<file path="config.mk">
export PLATFORM = sky130hd
export DESIGN_NAME = obi_data_arbiter
export DESIGN_NICKNAME = d
export VERILOG_FILES = /design/src/rtl/obi_data_arbiter.sv
export SDC_FILE = /design/constraint.sdc
export NUM_CORES = 1
export LEC_CHECK = 0
export ABC_AREA = 1
export CORE_AREA = 3 3 139 141
export CTS_CLUSTER_DIAMETER = 60
export DETAILED_ROUTE_END_ITERATION = 10
export DIE_AREA = 0 0 142 144
export PLACE_DENSITY = 0.5
export SETUP_SLACK_MARGIN = 0.1
export SYNTH_ARGS = -nofsm -noshare
export SYNTH_HDL_FRONTEND = slang
export SYNTH_SLANG_ARGS = --single-unit
</file>
<file path="constraint.sdc">
create_clock -name clk_i -period 1.5 [get_ports clk_i]
set_input_delay 0.3 -clock clk_i [delete_from_list [all_inputs] [get_ports clk_i]]
set_output_delay 0.3 -clock clk_i [all_outputs]
set_load 0.02 [all_outputs]
</file>
<file path="src/rtl/obi_data_arbiter.sv">
// obi_data_arbiter: two-master OBI data-port arbiter with in-order response routing.
module obi_data_arbiter #(
    parameter int MaxOutstanding = 2
) (
    input  logic        clk_i,
    input  logic        rst_i,
    input  logic        m0_req_i,
    input  logic        m0_we_i,
    input  logic [3:0]  m0_be_i,
    input  logic [31:0] m0_addr_i,
    input  logic [31:0] m0_wdata_i,
    input  logic [6:0]  m0_wdata_intg_i,
    output logic        m0_gnt_o,
    output logic        m0_rvalid_o,
    output logic [31:0] m0_rdata_o,
    output logic [6:0]  m0_rdata_intg_o,
    output logic        m0_err_o,
    input  logic        m1_req_i,
    input  logic        m1_we_i,
    input  logic [3:0]  m1_be_i,
    input  logic [31:0] m1_addr_i,
    input  logic [31:0] m1_wdata_i,
    input  logic [6:0]  m1_wdata_intg_i,
    output logic        m1_gnt_o,
    output logic        m1_rvalid_o,
    output logic [31:0] m1_rdata_o,
    output logic [6:0]  m1_rdata_intg_o,
    output logic        m1_err_o,
    output logic        data_req_o,
    output logic        data_we_o,
    output logic [3:0]  data_be_o,
    output logic [31:0] data_addr_o,
    output logic [31:0] data_wdata_o,
    output logic [6:0]  data_wdata_intg_o,
    input  logic        data_gnt_i,
    input  logic        data_rvalid_i,
    input  logic [31:0] data_rdata_i,
    input  logic [6:0]  data_rdata_intg_i,
    input  logic        data_err_i
);
    localparam int PW = MaxOutstanding > 1 ? $clog2(MaxOutstanding) : 1;
    localparam int CW = $clog2(MaxOutstanding + 1);
    localparam logic [CW-1:0] MAX = CW'(MaxOutstanding);
    localparam logic [PW-1:0] LAST = PW'(MaxOutstanding - 1);

    typedef enum logic {ARB, HOLD} state_t;

    state_t state, state_nx;
    logic prio, sel_q, sel, sel_req, grant, pop;
    logic [MaxOutstanding-1:0] ids;
    logic [PW-1:0] wptr, rptr;
    logic [CW-1:0] count;

    always_comb begin
        sel = state == HOLD ? sel_q : (m0_req_i & m1_req_i) ? prio : m1_req_i;
        sel_req = sel ? m1_req_i : m0_req_i;
        data_req_o = sel_req & (count != MAX);
        grant = data_req_o & data_gnt_i;
        pop = data_rvalid_i & (count != '0);
        state_nx = (data_req_o & ~data_gnt_i) ? HOLD : ARB;
    end

    assign data_we_o         = sel ? m1_we_i : m0_we_i;
    assign data_be_o         = sel ? m1_be_i : m0_be_i;
    assign data_addr_o       = sel ? m1_addr_i : m0_addr_i;
    assign data_wdata_o      = sel ? m1_wdata_i : m0_wdata_i;
    assign data_wdata_intg_o = sel ? m1_wdata_intg_i : m0_wdata_intg_i;
    assign m0_gnt_o          = grant & ~sel;
    assign m1_gnt_o          = grant & sel;
    assign m0_rvalid_o       = pop & ~ids[rptr];
    assign m1_rvalid_o       = pop & ids[rptr];
    assign m0_rdata_o        = data_rdata_i;
    assign m1_rdata_o        = data_rdata_i;
    assign m0_rdata_intg_o   = data_rdata_intg_i;
    assign m1_rdata_intg_o   = data_rdata_intg_i;
    assign m0_err_o          = data_err_i;
    assign m1_err_o          = data_err_i;

    always_ff @(posedge clk_i) begin
        if (rst_i) begin
            state <= ARB;
            prio  <= 1'b0;
            sel_q <= 1'b0;
            count <= '0;
            wptr  <= '0;
            rptr  <= '0;
        end else begin
            state <= state_nx;
            if (state_nx == HOLD) sel_q <= sel;
            if (grant) begin
                ids[wptr] <= sel;
                wptr <= wptr == LAST ? '0 : wptr + 1'b1;
                prio <= ~sel;
            end
            if (pop) rptr <= rptr == LAST ? '0 : rptr + 1'b1;
            count <= count + CW'(grant) - CW'(pop);
        end
    end

    // A response with nothing outstanding is dropped; flag it for whoever is watching.
    always_ff @(posedge clk_i) begin
        if (!rst_i) assert (!(data_rvalid_i && count == '0))
            else $warning("obi_data_arbiter: stray rvalid with no outstanding transaction");
    end
endmodule
</file>
==> impl_metrics.env <==
export IMPL_design_area_sq_um=6030
export IMPL_drc=0
export IMPL_p_leak_uw=0.00286
export IMPL_clock_path_buffers=2
export IMPL_crit_reg2reg_launch="state$_SDFF_PP0_"
export IMPL_place_area_sq_um=4300
export IMPL_cp_end_kind="output port"
export IMPL_pin_count=359
export IMPL_mostFrequentLayoutCell="clkdlybuf4s50_1"
export IMPL_cts_root_buf="clkbuf_16"
export IMPL_syn_area_sq_um=2030
export IMPL_timing_critical_path_required_ps=1200
export IMPL_powerDensity_nw_per_um2=813
export IMPL_wl_per_cell_microns=15.2
export IMPL_dieWidth_microns=142
export IMPL_switchingPower_uw=2020
export IMPL_path_cells="inv_2 -> nand2_2 -> nand2_4 -> nand2_8 -> buf_12 -> buf_12 -> clkbuf_16 -> nand2_2 -> nand2_2 -> buf_6"
export IMPL_final_layout_size_suffix_gt1_share_pct=59.1
export IMPL_start_kind="flip-flop"
export IMPL_final_cell_mix="clkdlybuf4s50_1, nand2_2, buf_6"
export IMPL_finalHoldViolations=0
export IMPL_slowest_stage="dfxtp_2"
export IMPL_p_comb_share_pct=83.1
export IMPL_drtIter0Drc=48
export IMPL_grt_first_pass_wirelength_mm=16.8
export IMPL_min_from="prio$_SDFFE_PP0P_"
export IMPL_synth_area_top_cells="nand2_1, buf_4, dfxtp_1"
export IMPL_slowest_delay_ps=320
export IMPL_syn_to_final_growth_pct=198
export IMPL_ys_warn_count=0
export IMPL_rsz0062_at_grt="true"
export IMPL_synthDominantCellAreaShare_pct=44.1
export IMPL_maxCapViolations=0
export IMPL_synth_cell_types=21
export IMPL_fin_skew_ps=4.63
export IMPL_dp_hpwl_mm=7.76
export IMPL_critical_path_peak_fanout=7
export IMPL_max_vdd_ir_drop_mv=0.404
export IMPL_relSlewSlack_pct=83.2
export IMPL_yosysTopAreaCell="nand2_1"
export IMPL_grt_pass1_vias=3027
export IMPL_grt_max_degree=14
export IMPL_cts_hold_buf=0
export IMPL_via_per_inst=3.66
export IMPL_fin_nets=804
export IMPL_first_pass_iters=3
export IMPL_syn_num_nets=589
export IMPL_arrival_ps=1510
export IMPL_insertion_delay_ps=240
export IMPL_status="finished, violations left"
export IMPL_antenna_found_initial=0
export IMPL_core_sq_um=18100
export IMPL_setup_ws_ps=-308
export IMPL_gp_congestion=0.713
export IMPL_synth_area_per_cell_sq_um=5.19
export IMPL_ys_ff_latch=9
export IMPL_failed_checks="negative setup slack"
export IMPL_dieArea_sq_um=20400
export IMPL_hold_class="reg -> reg"
export IMPL_ant_nets=0
export IMPL_pwr_share_seq_pct=7.1
export IMPL_setup_violations=79
export IMPL_fin_crit_ps=1810
export IMPL_final_util_pct=33.4
export IMPL_tightest_slew_ps=252
export IMPL_cts_clk_slew_worst_paths_ps=40
export IMPL_antenna_cells=0
export IMPL_cts_tree="yes"
export IMPL_wirelength_mm=12.6
export IMPL_fp_dieH_microns=144
export IMPL_fin_crit_sh_pct=121
export IMPL_switching_share_pct=41.2
export IMPL_slew_violations=0
export IMPL_io_buffers=238
export IMPL_synthCells=390
export IMPL_htree_levels=1
export IMPL_startpoint="prio$_SDFFE_PP0P_"
export IMPL_row_count=49
export IMPL_critPathKind="reg -> out"
export IMPL_yosysSeqAreaShare_pct=9.88
export IMPL_vias=3048
export IMPL_track_usage_pct=10.7
export IMPL_start_util_pct=11.2
export IMPL_internal_power_uw=2880
export IMPL_cts_sinks=9
export IMPL_path_common_cell="nand2_2"
export IMPL_fmax_mhz=553
export IMPL_p_clk_share_pct=9.8
export IMPL_cts_buffers=3
export IMPL_overflow=0
[critical path: cells and delay by family (launching register included)]
family,cells,cell delay [ps]
simple gates,5,340
flops,1,320
buf+inv,5,610
[per-stage QoR]
step	TNS, ps	std cells	setup WS, ps	hold WS, ps	total power (uW)
after floorplan	0	390	107	369	1770
after global placement	-77710	794	-994	455	2930
after detailed placement	-79140	794	-1010	465	2930
after CTS	-23680	830	-387	472	4510
after global routing	-26020	833	-375	496	5200
final	-20610	833	-308	471	4910
[metal layers]
layer	GRT usage, %	vias to the layer above	share of wire, %
met5	0	-	0
met4	2.07	0	1.2
met3	2.81	17	8.3
met2	20.7	182	55
met1	11.8	1334	36
li1	-	1515	-
[final cells by class]
| class | count | area [sq um] |
|---|---|---|
| multi-input cells | 269 | 1860 |
| well taps | 229 | 287 |
| clock buffers | 3 | 75.1 |
| repair buffers | 306 | 3520 |
| inverters | 16 | 75.1 |
| flip-flops and latches | 9 | 209 |
| clock inverters | 1 | 5.00 |
| fillers | 1899 | 12100 |
[synth_stat cells]
cell	count
nor2_2	1
nand3_1	3
ha_1	1
nor3_1	1
nand2_2	1
nor2_1	11
edfxtp_1	2
nand4_1	1
nand3_2	1
inv_2	1
nand3b_1	1
buf_4	83
inv_1	15
dfxtp_1	7
nand2_1	238
buf_6	3
a21oi_1	3
or2_2	1
buf_2	10
o21ai_0	5
xnor2_1	1
[sequential cells by signal, indices dropped and copies added, names as in the netlist]
signal,flops
prio,1
rptr,1
sel_q,1
wptr,1
ids,2
state,1
count,2
[power by group through the flow]
stage / combinational, uW / sequential [uW] / clock, uW
after floorplan: 1440 / 335 / 0
after global placement: 2600 / 334 / 0
after global routing: 4340 / 357 / 503
after CTS: 3680 / 341 / 490
after detailed placement: 2590 / 333 / 0
final: 4080 / 350 / 479
[cells by family (layout without fill, tap and decap cells)]
family / Yosys count / in the layout / share of synthesized area (%)
AND/OR/NAND/NOR: 259 / 259 / 49.2
XOR/XNOR: 1 / 1 / 0.432
flip-flops: 9 / 9 / 9.88
adder cells (fa/ha/maj): 1 / 1 / 0.618
buffers and inverters: 112 / 326 / 37.9
AO/OA/AOI/OAI: 8 / 8 / 1.98
[worst paths after layout]
kind | to | slack (ps) | depth (start not counted)
worst min register to register | prio$_SDFFE_PP0P_ | 470 | 2
worst max-delay path | data_wdata_o[22] | -310 | 10
worst min-delay path | prio$_SDFFE_PP0P_ | 470 | 2
worst max register to register | ids[1]$_DFFE_PP_ | 30 | 8
[timing repair]
item	4_1_cts	5_1_grt
endpoints found under the setup margin	88	90
pin swaps	30	53
gates cloned	14	4
gates resized for setup	635	170
hold endpoints to repair	0	0
setup buffers	18	5
No activity file was read; power rests on OpenSTA's default activity.
